`src/rtl/operand_entry_pkg.sv`:
```
// Shared definitions for the operand entry front end: entry stage encoding
// and default debounce timing for a 100 MHz board clock.
package operand_entry_pkg;

    typedef enum logic [1:0] {
        S_A    = 2'd0,
        S_B    = 2'd1,
        S_OP   = 2'd2,
        S_SHOW = 2'd3
    } stage_t;

    // 10 ms of stable button level at 100 MHz
    localparam int DEFAULT_DEBOUNCE_CYCLES = 1000000;
    localparam int DEFAULT_CNT_W           = 20;

endpackage

```
`src/rtl/btn_debounce.sv`:
```
// Button conditioner: two-flop synchronizer, stability counter that flips the
// debounced level after DEBOUNCE_CYCLES consecutive disagreeing samples, and a
// single-cycle pulse on each rising edge of the debounced level.
module btn_debounce
    import operand_entry_pkg::*;
#(
    parameter int DEBOUNCE_CYCLES = DEFAULT_DEBOUNCE_CYCLES,
    parameter int CNT_W           = DEFAULT_CNT_W
) (
    input  logic clk,
    input  logic rst,
    input  logic btn_raw,
    output logic level,
    output logic pulse
);

    localparam logic [CNT_W-1:0] LAST_COUNT = CNT_W'(DEBOUNCE_CYCLES - 1);

    logic             sync1;
    logic             sync2;
    logic             level_q;
    logic [CNT_W-1:0] cnt;

    // Bring the asynchronous button into the clock domain
    always_ff @(posedge clk or posedge rst) begin
        if (rst) begin
            sync1 <= 1'b0;
            sync2 <= 1'b0;
        end else begin
            sync1 <= btn_raw;
            sync2 <= sync1;
        end
    end

    // Count disagreeing samples; the Nth in a row flips the debounced level
    always_ff @(posedge clk or posedge rst) begin
        if (rst) begin
            level <= 1'b0;
            cnt   <= '0;
        end else if (sync2 != level) begin
            if (cnt == LAST_COUNT) begin
                level <= ~level;
                cnt   <= '0;
            end else begin
                cnt <= cnt + 1'b1;
            end
        end else begin
            cnt <= '0;
        end
    end

    // Delayed copy of the debounced level for rising-edge detection
    always_ff @(posedge clk or posedge rst) begin
        if (rst) begin
            level_q <= 1'b0;
        end else begin
            level_q <= level;
        end
    end

    assign pulse = level & ~level_q;

endmodule

```
`src/rtl/operand_entry.sv`:
```
// Operand entry stage: the user keys A, B, then opcode plus carry-in on one
// shared switch bank, committing each with NEXT; CLEAR restarts the sequence.
// Registered outputs feed the calculator top level directly.
module operand_entry
    import operand_entry_pkg::*;
#(
    parameter int DEBOUNCE_CYCLES = DEFAULT_DEBOUNCE_CYCLES,
    parameter int CNT_W           = DEFAULT_CNT_W
) (
    input  logic       clk,
    input  logic       rst,
    input  logic [3:0] sw,
    input  logic       sw_cin,
    input  logic       btn_next,
    input  logic       btn_clear,
    output logic [3:0] a,
    output logic [3:0] b,
    output logic [3:0] mode_d,
    output logic       c_in,
    output logic [1:0] stage,
    output logic       ready
);

    logic next_p;
    logic clear_p;
    logic unused_next_level;
    logic unused_clear_level;

    stage_t     state_q, state_d;
    logic [3:0] a_q, a_d;
    logic [3:0] b_q, b_d;
    logic [3:0] mode_q, mode_d_nx;
    logic       cin_q, cin_d;
    logic       ready_q, ready_d;

    btn_debounce #(
        .DEBOUNCE_CYCLES(DEBOUNCE_CYCLES),
        .CNT_W          (CNT_W)
    ) u_next_debounce (
        .clk    (clk),
        .rst    (rst),
        .btn_raw(btn_next),
        .level  (unused_next_level),
        .pulse  (next_p)
    );

    btn_debounce #(
        .DEBOUNCE_CYCLES(DEBOUNCE_CYCLES),
        .CNT_W          (CNT_W)
    ) u_clear_debounce (
        .clk    (clk),
        .rst    (rst),
        .btn_raw(btn_clear),
        .level  (unused_clear_level),
        .pulse  (clear_p)
    );

    // State and capture registers
    always_ff @(posedge clk or posedge rst) begin
        if (rst) begin
            state_q <= S_A;
            a_q     <= '0;
            b_q     <= '0;
            mode_q  <= '0;
            cin_q   <= 1'b0;
            ready_q <= 1'b0;
        end else begin
            state_q <= state_d;
            a_q     <= a_d;
            b_q     <= b_d;
            mode_q  <= mode_d_nx;
            cin_q   <= cin_d;
            ready_q <= ready_d;
        end
    end

    // Entry sequencing: clear wins over next; otherwise next commits the
    // switch bank into the slot for the current stage and advances
    always_comb begin
        state_d   = state_q;
        a_d       = a_q;
        b_d       = b_q;
        mode_d_nx = mode_q;
        cin_d     = cin_q;
        ready_d   = ready_q;
        if (clear_p) begin
            state_d   = S_A;
            a_d       = '0;
            b_d       = '0;
            mode_d_nx = '0;
            cin_d     = 1'b0;
            ready_d   = 1'b0;
        end else if (next_p) begin
            case (state_q)
                S_A: begin
                    a_d     = sw;
                    state_d = S_B;
                end
                S_B: begin
                    b_d     = sw;
                    state_d = S_OP;
                end
                S_OP: begin
                    mode_d_nx = sw;
                    cin_d     = sw_cin;
                    ready_d   = 1'b1;
                    state_d   = S_SHOW;
                end
                S_SHOW: begin
                    ready_d = 1'b0;
                    state_d = S_A;
                end
                default: begin
                    state_d = S_A;
                end
            endcase
        end
    end

    assign a      = a_q;
    assign b      = b_q;
    assign mode_d = mode_q;
    assign c_in   = cin_q;
    assign stage  = state_q;
    assign ready  = ready_q;

endmodule

```
`config.mk`:
```
export PLATFORM = sky130hd
export DESIGN_NAME = operand_entry
export DESIGN_NICKNAME = d
export VERILOG_FILES = /design/src/rtl/operand_entry_pkg.sv /design/src/rtl/btn_debounce.sv /design/src/rtl/operand_entry.sv
export SDC_FILE = /design/constraint.sdc
export NUM_CORES = 1
export LEC_CHECK = 0
export CORE_ASPECT_RATIO = 2
export CORE_UTILIZATION = 40
export DETAILED_ROUTE_END_ITERATION = 8
export PLACE_DENSITY = 0.6
export SLEW_MARGIN = 20
export SYNTH_ARGS = -nofsm -noshare
export SYNTH_HDL_FRONTEND = slang
export SYNTH_SLANG_ARGS = --single-unit
```
`constraint.sdc`:
```
create_clock -name clk -period 2.9 [get_ports clk]
set_clock_uncertainty 0.15 [all_clocks]
set_input_delay 0.58 -clock clk [delete_from_list [all_inputs] [get_ports clk]]
set_output_delay 0.58 -clock clk [all_outputs]
set_load 0.05 [all_outputs]
```
==> impl_metrics.ini, run 1 <==
[final_layout]
multiInputGateArea_sq_um = 1280
insertedDiodeCount = 0
fill_cells = 709
postLayoutCellArea_sq_um = 3600
syn2layout_area_growth_pct = 20.3
seqCellArea_sq_um = 1600
num-nets-final = 348
final-instance-count-excl-fill = 427
layout-drive-gt1-share = 0.0776

[worst_setup_path]
cpPeakStageDelay_ns = 0.55
crit_path_cell_trace = or4b_1 > or4_4 > o21ai_4 > a21oi_1
critical_path_peak_fanout = 19
worstPathArrival_ns = 2.40
largest_delay_share_family_worst_path = simple AND/OR/NAND/NOR gates
worst_ep_required_ns = 2.94
worst-setup-path-type = register to register
timing.critical_path.to_type = register
critical_path_start_type = register
path_buf_inv = 0
crit_path_top_delay_cell = sky130_fd_sc_hd__or4_4

[global_routing]
gr-usage-met1 = 0.168
grt_util_met2 = 0.327
antenna_found_initial = 0
largest_net_degree_at_the_start_of_global_routing = 34
grt_first_pass_wirelength_mm = 10.4
grt_usage = 0.177
grt.met3_usage = 0.0339
globalRoute.totalOverflow = 0
first_global_vias = 2310
grt_most_used_layer = met2

[clock_tree]
cts-buffers-inserted = 9
post_cts.repair.setup_buffers = 0
cts-htree-levels = 3
cts_hold_buf = 0
tritoncts = done
clk_root_buffer_cell = sky130_fd_sc_hd__clkbuf_16
cts.sinks = 64
clkSlewWorstSetupHoldPaths_ns = 0.05
post_cts_resize_count = 0
ctsLongestPathBuffers = 2
clk_latency_ns = 0.33

[floorplan]
die_y_um = 124
core_area_sq_um = 7270
rows = 44
die_w_um = 63.1
num_io_pins = 25
fp.dieArea_sq_um = 7840
initial_core_util = 0.411

[sta]
slew_headroom = 0.478
drv_slew = 0
rsz0062_at_grt = false
max_clock_freq_ghz = 0.424
totalNegativeSetupSlack_ns = 0
slew_worst_pin_ns = 0.782
setup_viol_count_final = 0
finalWorstPathRequiredPeriod_ns = 2.36
final_hold_viol_count = 0
hold-worst-slack_ns = 0.195
finalCritPeriodShare = 0.814

[yosys]
yosysUniqueCellTypes = 32
yosys_top_cell_by_area = sky130_fd_sc_hd__dfrtp_1
netlist.area_leader.share = 0.536
synthesized_area_sq_um = 2990
seq_area_frac_synth = 0.536
post_synth.cell_area_avg_sq_um = 9.77
synth_top_cells_by_area = sky130_fd_sc_hd__dfrtp_1, sky130_fd_sc_hd__a21oi_1, sky130_fd_sc_hd__nand3_1
count_of_synthesis_stage_warnings_from_yosys = 0
synthesis.instances = 306
syn_nets = 321
synth_seq_cells = 64

[job]
max_cap_violations = 0

[drt]
detail_route.vias_per_cell = 5.28
antenna_left = 0
drcViolationCount = 0
drt_wl_total_mm = 6.07
routedWlPerCell_um = 14.2
initialDrtViolationCount = 127
vias = 2254
detailedRoute.firstPassIterationCount = 4

[place]
place.detailed.hpwl_mm = 4.34
place.detailed.instances = 414
post_dp_cell_area_sq_um = 3320
io_buffers = 24
finalWeightedCongestion = 0.771

[power]
cellLeakagePower_uw = 0.00148
clkPwrFrac = 0.516
p_int_uw = 1600
net-switching-power_uw = 406
pwr-share-comb = 0.028
total_power_uw = 2000
max-vdd-ir-drop_mv = 0.326
switching_share = 0.203
sequentialPowerShare = 0.456
power_per_cell_area_nw_per_um2 = 557

[status]
outcome = finished, final reports clean

[hold_path]
type_of_the_most_critical_hold_path = register to register
-- layout by cell type, fill, tap and decap left out, types with 11 or more instances in the layout --
master / instances
sky130_fd_sc_hd__xor2_1: 11
sky130_fd_sc_hd__nand2_1: 26
sky130_fd_sc_hd__clkdlybuf4s50_1: 24
sky130_fd_sc_hd__nor2_1: 29
sky130_fd_sc_hd__nand3_1: 31
sky130_fd_sc_hd__o21ai_0: 11
sky130_fd_sc_hd__inv_1: 12
sky130_fd_sc_hd__a21oi_1: 31
sky130_fd_sc_hd__or4_1: 13
sky130_fd_sc_hd__dfrtp_1: 64
-- worst paths after layout --
| path | slack, ns | depth (start not counted) | start | to |
|---|---|---|---|---|
| worst max-delay path | 0.54 | 4 | u_next_debounce.cnt[15] | u_next_debounce.cnt[12] |
| worst min-delay path | 0.19 | 0 | u_next_debounce.sync1 | u_next_debounce.sync2 |
| worst max register to register | 0.54 | 4 | u_next_debounce.cnt[15] | u_next_debounce.cnt[12] |
| worst min register to register | 0.19 | 0 | u_next_debounce.sync1 | u_next_debounce.sync2 |
| max in group asynchronous | 1.77 | 3 | rst | u_clear_debounce.level_q |
| min in group asynchronous | 0.50 | 3 | rst | u_clear_debounce.cnt[4] |
-- metal layers --
layer	part of all wire	wire [um]	vias up
met5	0	0	-
met3	0.022	131	12
li1	-	-	1121
met1	0.36	2210	1084
met2	0.58	3510	37
met4	0.036	217	0
-- cell type report --
type                            instances  area share
Clock buffer                           12      0.0685
Clock inverter                          1     0.00835
Inverter                               13      0.0136
Multi-Input combinational cell        216       0.355
Sequential cell                        64       0.445
Tap cell                               92      0.0320
Timing Repair Buffer                   29      0.0772
-- sequential cells by signal (all words and copies together), names as in the netlist, 2 cells and up --
| name | flops |
|---|---|
| b | 4 |
| mode_d | 4 |
| stage | 2 |
| a | 4 |
| u_next_debounce.cnt | 20 |
| u_clear_debounce.cnt | 20 |
-- cells in the mapped netlist --
cell type and n:
sky130_fd_sc_hd__dfrtp_1 64, sky130_fd_sc_hd__a21oi_1 31, sky130_fd_sc_hd__nand3_1 31, sky130_fd_sc_hd__nor2_1 29
sky130_fd_sc_hd__nand2_1 26, sky130_fd_sc_hd__inv_1 13, sky130_fd_sc_hd__or4_1 13, sky130_fd_sc_hd__o21ai_0 11
sky130_fd_sc_hd__xor2_1 11, sky130_fd_sc_hd__or3_1 10, sky130_fd_sc_hd__xnor2_1 10, sky130_fd_sc_hd__clkbuf_1 7
sky130_fd_sc_hd__ha_1 6, sky130_fd_sc_hd__o31ai_1 6, sky130_fd_sc_hd__buf_2 5, sky130_fd_sc_hd__nand4_1 4
sky130_fd_sc_hd__nor3_1 4, sky130_fd_sc_hd__and2_1 3, sky130_fd_sc_hd__and3_1 3, sky130_fd_sc_hd__a211oi_1 2
sky130_fd_sc_hd__mux2_2 2, sky130_fd_sc_hd__nand3_2 2, sky130_fd_sc_hd__nor2b_1 2, sky130_fd_sc_hd__nor4_1 2
sky130_fd_sc_hd__or4_4 2, sky130_fd_sc_hd__a21oi_2 1, sky130_fd_sc_hd__buf_6 1, sky130_fd_sc_hd__nand2b_1 1
sky130_fd_sc_hd__o21ai_1 1, sky130_fd_sc_hd__o21ai_4 1, sky130_fd_sc_hd__or2_2 1, sky130_fd_sc_hd__or4b_1 1
-- logic make-up after synthesis --
kind of cell / Yosys count / share of synthesized area
compound gates: 53 / 0.100
xor+xnor: 21 / 0.0615
fa+ha+maj: 6 / 0.0251
buf+inv: 26 / 0.0373
flops: 64 / 0.536
mux: 2 / 0.00753
simple gates: 134 / 0.232
-- power by group through the flow --
| stage | registers (uW) | clock network, uW | logic, uW |
|---|---|---|---|
| after floorplan | 927 | 0 | 34.5 |
| after global placement | 928 | 0 | 58.8 |
| after detailed placement | 929 | 0 | 59.1 |
| after CTS | 914 | 1060 | 59.1 |
| after global routing | 915 | 1090 | 65.1 |
| final | 914 | 1030 | 56.8 |
-- through the flow --
| step | setup WS, ns | util |
|---|---|---|
| CTS | 0.537 | 0.495 |
| finish | 0.540 | 0.495 |
| global route | 0.433 | 0.495 |
| floorplan | 0.572 | - |
| detailed placement | 0.553 | 0.457 |
| global placement | 0.607 | 0.457 |
(Power assumes the default switching activity.)
==> inputs of run 2 (changes only) <==
==> constraint.sdc (replaced) <==
create_clock -name clk -period 2.45 [get_ports clk]
set_clock_uncertainty 0.15 [all_clocks]
set_input_delay 0.49 -clock clk [delete_from_list [all_inputs] [get_ports clk]]
set_output_delay 0.49 -clock clk [all_outputs]
set_load 0.05 [all_outputs]
==> run 2 against run 1 <==
  * Critical path depth unchanged
  * First-iteration DRC count increased by 57%
  * Sequential share of layout area decreased by 0.91 points
  * Final cell count increased by 1.9%
  * Sequential power increased by 18%
  * Core utilization increased by 1.0 points
  * Cell area increased by 2.1%
  * Global-route usage increased by 0.13 points
  * Maximum frequency increased by 4.1%
  * Via count increased by 2.2%
  * Critical endpoint is now u_next_debounce.level
==> impl_metrics.ini, run 2 (same netlist as run 1, synthesis figures left out) <==
[worst_setup_path]
critical_path_start_type = register
reg2reg_depth = 4
worst-setup-path-type = register to register
worst_ep_required_ns = 2.50
worstPathArrival_ns = 2.32
path_buf_inv = 0
cpPeakStageDelay_ns = 0.56
rrSetupSlack_ns = 0.18
timing.rr.start = u_next_debounce.cnt[15]
largest_delay_share_family_worst_path = simple AND/OR/NAND/NOR gates
timing.critical_path.to_type = register
crit_path_top_delay_cell = sky130_fd_sc_hd__or4b_1
critical_path_peak_fanout = 5
crit_path_cell_trace = or4b_1 > or4_4 > nor2_1 > mux2_2
worstReg2RegEnd = u_next_debounce.level

[hold_path]
type_of_the_most_critical_hold_path = register to register
whs_path_depth = 0
timing.hold.worst_endpoint = u_next_debounce.sync2
hp-start = u_next_debounce.sync1

[power]
max-vdd-ir-drop_mv = 0.356
power_per_cell_area_nw_per_um2 = 662
total_power_uw = 2430
cellLeakagePower_uw = 0.00152

[floorplan]
fp.dieArea_sq_um = 7840
die_w_um = 63.1
initial_core_util = 0.411
num_io_pins = 25
core_area_sq_um = 7270
rows = 44
die_y_um = 124

[clock_tree]
clkSlewWorstSetupHoldPaths_ns = 0.05
ctsLongestPathBuffers = 2
post_cts_resize_count = 0
clk_latency_ns = 0.32
cts-buffers-inserted = 9
clk_root_buffer_cell = sky130_fd_sc_hd__clkbuf_16
cts.sinks = 64
cts_hold_buf = 0
tritoncts = done
cts-htree-levels = 3
post_cts.repair.setup_buffers = 0

[drt]
antenna_left = 0
vias = 2304
drcViolationCount = 0
routedWlPerCell_um = 14.1
detailedRoute.firstPassIterationCount = 4
detail_route.vias_per_cell = 5.30
drt_wl_total_mm = 6.13
initialDrtViolationCount = 199

[final_layout]
syn2layout_area_growth_pct = 22.8
num-nets-final = 353
layout-drive-gt1-share = 0.0962
commonest_cells_after_routing_fill_and_taps_aside = sky130_fd_sc_hd__dfrtp_1, sky130_fd_sc_hd__nand3_1, sky130_fd_sc_hd__a21oi_1, sky130_fd_sc_hd__nor2_1, sky130_fd_sc_hd__nand2_1
insertedDiodeCount = 0
most_common_cell_after_layout_fill_and_taps_aside = sky130_fd_sc_hd__dfrtp_1
layout_top_registers = u_clear_debounce.cnt x20, u_next_debounce.cnt x20

[sta]
drv_slew = 0
final_hold_viol_count = 0
slew_worst_pin_ns = 0.495
totalNegativeSetupSlack_ns = 0
finalWorstPathRequiredPeriod_ns = 2.27
max_clock_freq_ghz = 0.441
finalCritPeriodShare = 0.925
setup_viol_count_final = 0
slew_headroom = 0.669
rsz0062_at_grt = false

[global_routing]
first_global_vias = 2417
grt_most_used_layer = met2
grt_usage = 0.179
grt.met3_usage = 0.0449
grt_first_pass_wirelength_mm = 10.8
grt_util_met2 = 0.326
globalRoute.totalOverflow = 0
antenna_found_initial = 0
gr-usage-met1 = 0.175
largest_net_degree_at_the_start_of_global_routing = 35

[place]
finalWeightedCongestion = 0.814
io_buffers = 24
place.detailed.hpwl_mm = 4.45

[job]
max_cap_violations = 0

[status]
outcome = finished, final reports clean
## run 2: cell types whose count changed in the layout (fill, tap and decap cells not counted), sizes merged
cell      delta
buf          +5
clkbuf       +2
clkinvlp     +1
## run 2: layer usage
metal	wire length, um	up-vias	share of wire
li1	-	1132	-
met1	2270	1123	0.37
met2	3520	33	0.57
met3	143	16	0.023
met4	193	0	0.032
met5	0	-	0
## run 2: worst max path at each step
stage,from,to,slack (ns),cells after the start
after floorplan,rst,a[0],0.21,1
after global placement,u_next_debounce.cnt[15],u_next_debounce.level,0.24,4
after detailed placement,u_next_debounce.cnt[15],u_next_debounce.level,0.20,4
after CTS,u_next_debounce.cnt[15],u_next_debounce.level,0.18,4
after global routing,u_clear_debounce.cnt[1],u_clear_debounce.cnt[18],0.1,5
final,u_next_debounce.cnt[15],u_next_debounce.level,0.18,4
## run 2: worst reg2reg max path, delay by kind of cell, from the launching register on
family	cells	cell delay, ns
mux	1	0.34
flops	1	0.42
simple gates	3	1.25
## run 2: cell type report
class | count | area, sq um
Fill cell | 710 | 3600
Sequential cell | 64 | 1600
Multi-Input combinational cell | 216 | 1280
Timing Repair Buffer | 34 | 328
Clock buffer | 14 | 264
Tap cell | 92 | 115
Inverter | 13 | 48.8
Clock inverter | 2 | 37.5
## run 2: where the power goes
part | internal [uW] | switching, uW | leakage (uW)
combinational | 29.5 | 46.3 | 0.000567
sequential | 1070 | 10.6 | 0.000812
clock | 843 | 430 | 0.000143
total | 1940 | 487 | 0.00152
## run 2: stage by stage
stage	setup WS, ns	util	hold slack, ns	instance area, sq um	std cells
5_1_grt	0.0955	0.505	0.219	3670	435
2_1_floorplan	0.212	-	0.181	2990	306
3_3_place_gp	0.235	0.464	0.188	3370	419
3_5_place_dp	0.195	0.464	0.187	3370	419
6_report	0.183	0.505	0.196	3670	435
4_1_cts	0.175	0.505	0.199	3670	435
==> inputs of run 3 (changes only) <==
--- a/config.mk
+++ b/config.mk
@@ -7,6 +7,7 @@
 export LEC_CHECK = 0
 export CORE_ASPECT_RATIO = 2
 export CORE_UTILIZATION = 40
+export CTS_BUF_LIST = sky130_fd_sc_hd__clkbuf_4 sky130_fd_sc_hd__clkbuf_8
 export DETAILED_ROUTE_END_ITERATION = 8
 export PLACE_DENSITY = 0.6
 export SLEW_MARGIN = 20
==> constraint.sdc (replaced) <==
create_clock -name clk -period 2.8 [get_ports clk]
set_clock_uncertainty 0.15 [all_clocks]
set_input_delay 0.56 -clock clk [delete_from_list [all_inputs] [get_ports clk]]
set_output_delay 0.56 -clock clk [all_outputs]
set_load 0.05 [all_outputs]
==> run 3 against run 2 <==
  * Final cell count fell by 1.4%
  * Routed wire length fell by 2.8%
  * Sequential power fell by 13%
  * Highest routed layer unchanged
  * Maximum frequency fell by 3.9%
  * Register-to-register slack improved by 0.26 ns
  * Global-route usage fell by 0.90 points
  * Cell area fell by 3.1%
  * Die area did not move
==> impl_metrics.ini, run 3 (same netlist as run 1, synthesis figures left out) <==
[final_layout]
fin_util = 0.489
most_common_cell_after_layout_fill_and_taps_aside = sky130_fd_sc_hd__dfrtp_1
final-instance-count-excl-fill = 429
num-nets-final = 348
syn2layout_area_growth_pct = 19.0
layout_top_registers = u_clear_debounce.cnt x20, u_next_debounce.cnt x20
layout-drive-gt1-share = 0.0890
fill_cells = 712
commonest_cells_after_routing_fill_and_taps_aside = sky130_fd_sc_hd__dfrtp_1, sky130_fd_sc_hd__nand3_1, sky130_fd_sc_hd__a21oi_1, sky130_fd_sc_hd__nor2_1, sky130_fd_sc_hd__nand2_1
insertedDiodeCount = 0

[drt]
detailedRoute.firstPassIterationCount = 4
met3_length_um = 173
dr_wl_met2_mm = 3.37
met1Wirelength_mm = 2.24
vias = 2258
route.top_layer_used = met4
antenna_left = 0
drt_wl_total_mm = 5.95
detail_route.vias_per_cell = 5.26
routedWlPerCell_um = 13.9
drcViolationCount = 0
initialDrtViolationCount = 145

[worst_setup_path]
critical_path_start_type = register
worstPathArrival_ns = 2.47
worst_ep_required_ns = 2.91
timing.critical_path.to_type = register
critical_path_peak_fanout = 8
worst-setup-path-type = register to register

[job]
max_cap_violations = 0

[clock_tree]
clk_latency_ns = 0.34
clk_root_buffer_cell = sky130_fd_sc_hd__clkbuf_8
clkSlewWorstSetupHoldPaths_ns = 0.07
post_cts.repair.setup_buffers = 0
post_cts_resize_count = 0
cts_hold_buf = 0
cts-htree-levels = 3
cts.sinks = 64
ctsLongestPathBuffers = 2
tritoncts = done
cts-buffers-inserted = 9

[floorplan]
fp.dieArea_sq_um = 7840
num_io_pins = 25
die_w_um = 63.1
rows = 44
core_area_sq_um = 7270
die_y_um = 124
initial_core_util = 0.411

[hold_path]
type_of_the_most_critical_hold_path = register to register

[sta]
setup_viol_count_final = 0
max_clock_freq_ghz = 0.424
drv_slew = 0
slew_worst_pin_ns = 0.503
finalWorstPathRequiredPeriod_ns = 2.36
totalNegativeSetupSlack_ns = 0
rsz0062_at_grt = false
final_hold_viol_count = 0
slew_headroom = 0.663
finalCritPeriodShare = 0.842

[power]
cellLeakagePower_uw = 0.00147
max-vdd-ir-drop_mv = 0.399
power_per_cell_area_nw_per_um2 = 532

[global_routing]
globalRoute.totalOverflow = 0
first_global_vias = 2292
grt_usage = 0.170
antenna_found_initial = 0
grt_first_pass_wirelength_mm = 10.2
largest_net_degree_at_the_start_of_global_routing = 34

[place]
place.detailed.hpwl_mm = 4.33
io_buffers = 24
finalWeightedCongestion = 0.774
place.detailed.instances = 414

[status]
outcome = finished, final reports clean
==> run 3: worst max-delay path, stage by stage, from the launching register on <==
cell and delay (ns):
sky130_fd_sc_hd__dfrtp_1 0.42, sky130_fd_sc_hd__ha_1 0.28, sky130_fd_sc_hd__nand2_1 0.12, sky130_fd_sc_hd__or4_1 0.65, sky130_fd_sc_hd__or4_1 0.51, sky130_fd_sc_hd__a21oi_1 0.15
==> run 3: power by group <==
group          leakage, uW  internal [uW]  switching [uW]
sequential        0.000812            935            10.3
combinational     0.000542           23.2            38.6
clock             0.000116            554             331
==> run 3: layout make-up <==
| class | count | area, sq um | area share |
|---|---|---|---|
| clock inverters | 3 | 65.1 | 0.0183 |
| clock buffers | 12 | 159 | 0.0447 |
| well taps | 92 | 115 | 0.0324 |
| repair buffers | 29 | 290 | 0.0816 |
| inverters | 13 | 48.8 | 0.0137 |
| flip-flops and latches | 64 | 1600 | 0.450 |
| multi-input cells | 216 | 1280 | 0.359 |
==> run 3: metal layers <==
layer / vias to the layer above / track usage
li1: 1115 / -
met1: 1084 / 0.171
met2: 46 / 0.306
met3: 13 / 0.0394
met4: 0 / 0.0999
met5: - / 0
==> run 3: path summary, 6_finish.rpt <==
kind,start,endpoint,slack [ns],depth (start not counted)
min in group asynchronous,rst,u_clear_debounce.cnt[0],0.30,2
max in group asynchronous,rst,u_next_debounce.cnt[12],1.63,3
max,u_next_debounce.cnt[0],u_next_debounce.cnt[18],0.44,5
max reg2reg,u_next_debounce.cnt[0],u_next_debounce.cnt[18],0.44,5
min,u_next_debounce.sync1,u_next_debounce.sync2,0.19,0
min reg2reg,u_next_debounce.sync1,u_next_debounce.sync2,0.19,0
==> run 3: stage by stage <==
stage	setup WS [ns]	hold slack (ns)	power, uW	area, sq um
finish	0.442	0.191	1890	3560
global placement	0.510	0.182	1020	3330
floorplan	0.492	0.181	995	2990
detailed placement	0.472	0.186	1030	3330
CTS	0.435	0.199	1920	3560
global route	0.344	0.216	1960	3560
==> patch: new RTL, config.mk and constraints of run 2 <==
`DEFAULT_CNT_W`: 20 -> 40.
--- a/src/rtl/operand_entry_pkg.sv
+++ b/src/rtl/operand_entry_pkg.sv
@@ -12,5 +12,5 @@
     // 10 ms of stable button level at 100 MHz
     localparam int DEFAULT_DEBOUNCE_CYCLES = 1000000;
-    localparam int DEFAULT_CNT_W           = 20;
+    localparam int DEFAULT_CNT_W           = 40;
 
 endpackage
Function: same outputs for any inputs over 10 cycles, from zero or initial values and one cycle with rst high; that may be too few to reach the edited logic, so the function may still have changed.
==> patch against run 2 <==
- worst setup slack got worse by 0.023 ns
- combinational power grew 44%
- sequential cell count up 40
- design area increased by 62%
- routed wire length rose by 89%
- maximum frequency is 1.0% lower
- clock power grew 20%
- first-iteration DRC count increased by 17%
- synthesized area grew 72%
- power rose by 38%
- critical path type unchanged
- highest routed layer unchanged
==> patch: results (changes against run 2) <==
metric,value,unit,change
status,completed,,
Crit path largest cell delay,0.42,ns,-0.14 ns
M1 wire length,4373,um,+93%
post-synthesis compound-gate area fraction,3.303,%,-6.7 points
R2R cell count,7,,+3
"Slowest-stage cell, CP",dfrtp_1,,
WP data arrival,2.38,ns,+0.06 ns
total track usage,19.24,%,+1.4 points
CTS Root Cell,clkbuf_16,,
reg2reg setup slack,0.16,ns,-0.02 ns
layout cells sized above 1,8.726,%,-0.89 points
largest net degree at the start of global routing,72,,+110%
Area contributors post-synth,"dfrtp_1 51%, xnor2_1 7.8%, nor2_1 6.7%",,
Netlist cell types,35,,+9.4%
Fin Hold WS,0.2017,ns,+0.005914 ns
Die X,82.26,um,+30%
Top Registers,"u_clear_debounce.cnt (40), u_next_debounce.cnt (40)",,
Synth Net Count,556,,+73%
pre-CTS setup slack,0.1441,ns,-0.05102 ns
1st-iter DRT viols,233,,+17%
Layout Nets,583,,+65%
clk slew on worst S/H paths,0.08,ns,+0.03 ns
GR Util met1,20.71,%,+3.2 points
Post-CTS Setup Inserts,0,,unchanged
worst skew pair latency,0.35,ns,+0.03 ns
number of multi-input logic gates,399,,+85%
area added between synthesis and finish,15.69,%,
routing usage on met2,35.16,%,+2.6 points
"Max FO, Critical Path",28,,+23
Placer Congestion,0.8396,,+3.1%
Reg2Reg Capture Point,u_clear_debounce.cnt[33],,
dpl cell area,5647,um^2,+68%
non-clk buf share,7.053,%,-1.9 points
Seq/total area,43.66,%,about the same
Synth Warn #,0,,unchanged
GRT met3 Usage,2.913,%,-1.6 points
Non-clock inverters,11,,-2
syn avg cell area,9.524,um^2,-2.5%
multiplexer area fraction after synthesis,0.4371,%,-0.32 points
Peak VDD IR,0.0005543,V,+56%
drt pass-1 iters,4,,unchanged
Post-Synth XOR/XNOR Area,12.07,%,+5.9 points
Clock-cell share,5.269,%,-2.9 points
drt total wl,11560,um,+89%
Post-Synth Adder-Cell Area,1.457,%,-1.1 points
"Min Clock Period, post-route",2.290,ns,+0.02296 ns
register area share after synthesis,50.51,%,-3.1 points
Post-DP HPWL,8262,um,+86%
Slew HR,64.83,%,-2.1 points
vias in the first global route,4050,,+68%
synth cell count leaders,"104 x dfrtp_1, 92 x nor2_1, 46 x xnor2_1",,
clkbuf count,9,,-5
WL met3,259,um,+81%
first-pass GRT wire length,19620,um,+81%
Fin. Hold Viols,0,,unchanged
multi-input combinational area share,40.11,%,+5.3 points
routed vias,3955,,+72%
crit path from,u_clear_debounce.cnt[0],,
[patch: changes by cell type in the layout (fill, tap and decap cells not counted), moves of 8 or more]
| cell | run 2 | this run |
|---|---|---|
| nand3_1 | 31 | 43 |
| nor2_1 | 29 | 92 |
| xnor2_1 | 10 | 46 |
| nor4_1 | 2 | 23 |
| dfrtp_1 | 64 | 104 |
| nand2_1 | 26 | 44 |
| nand4_1 | 4 | 19 |
| and4_1 | 0 | 10 |
| xor2_1 | 11 | 25 |
| a21oi_1 | 31 | 22 |
| o21ai_0 | 11 | 3 |
| nor3_1 | 4 | 19 |
[patch: cells by family after synthesis]
logic type / Yosys count
AOI/OAI and AO/OA: 31
xor gates and xnor gates: 71
adders and majority gates: 6
buffers and inverters: 38
DFF: 104
muxes: 2
and+or+nand+nor: 289
[patch: where the power goes]
group | internal, W | switching, W | total (W)
Combinational | 0.0000353 | 0.0000734 | 0.000109
Clock | 0.000818 | 0.000699 | 0.00152
Sequential | 0.00173 | 0.0000102 | 0.00174
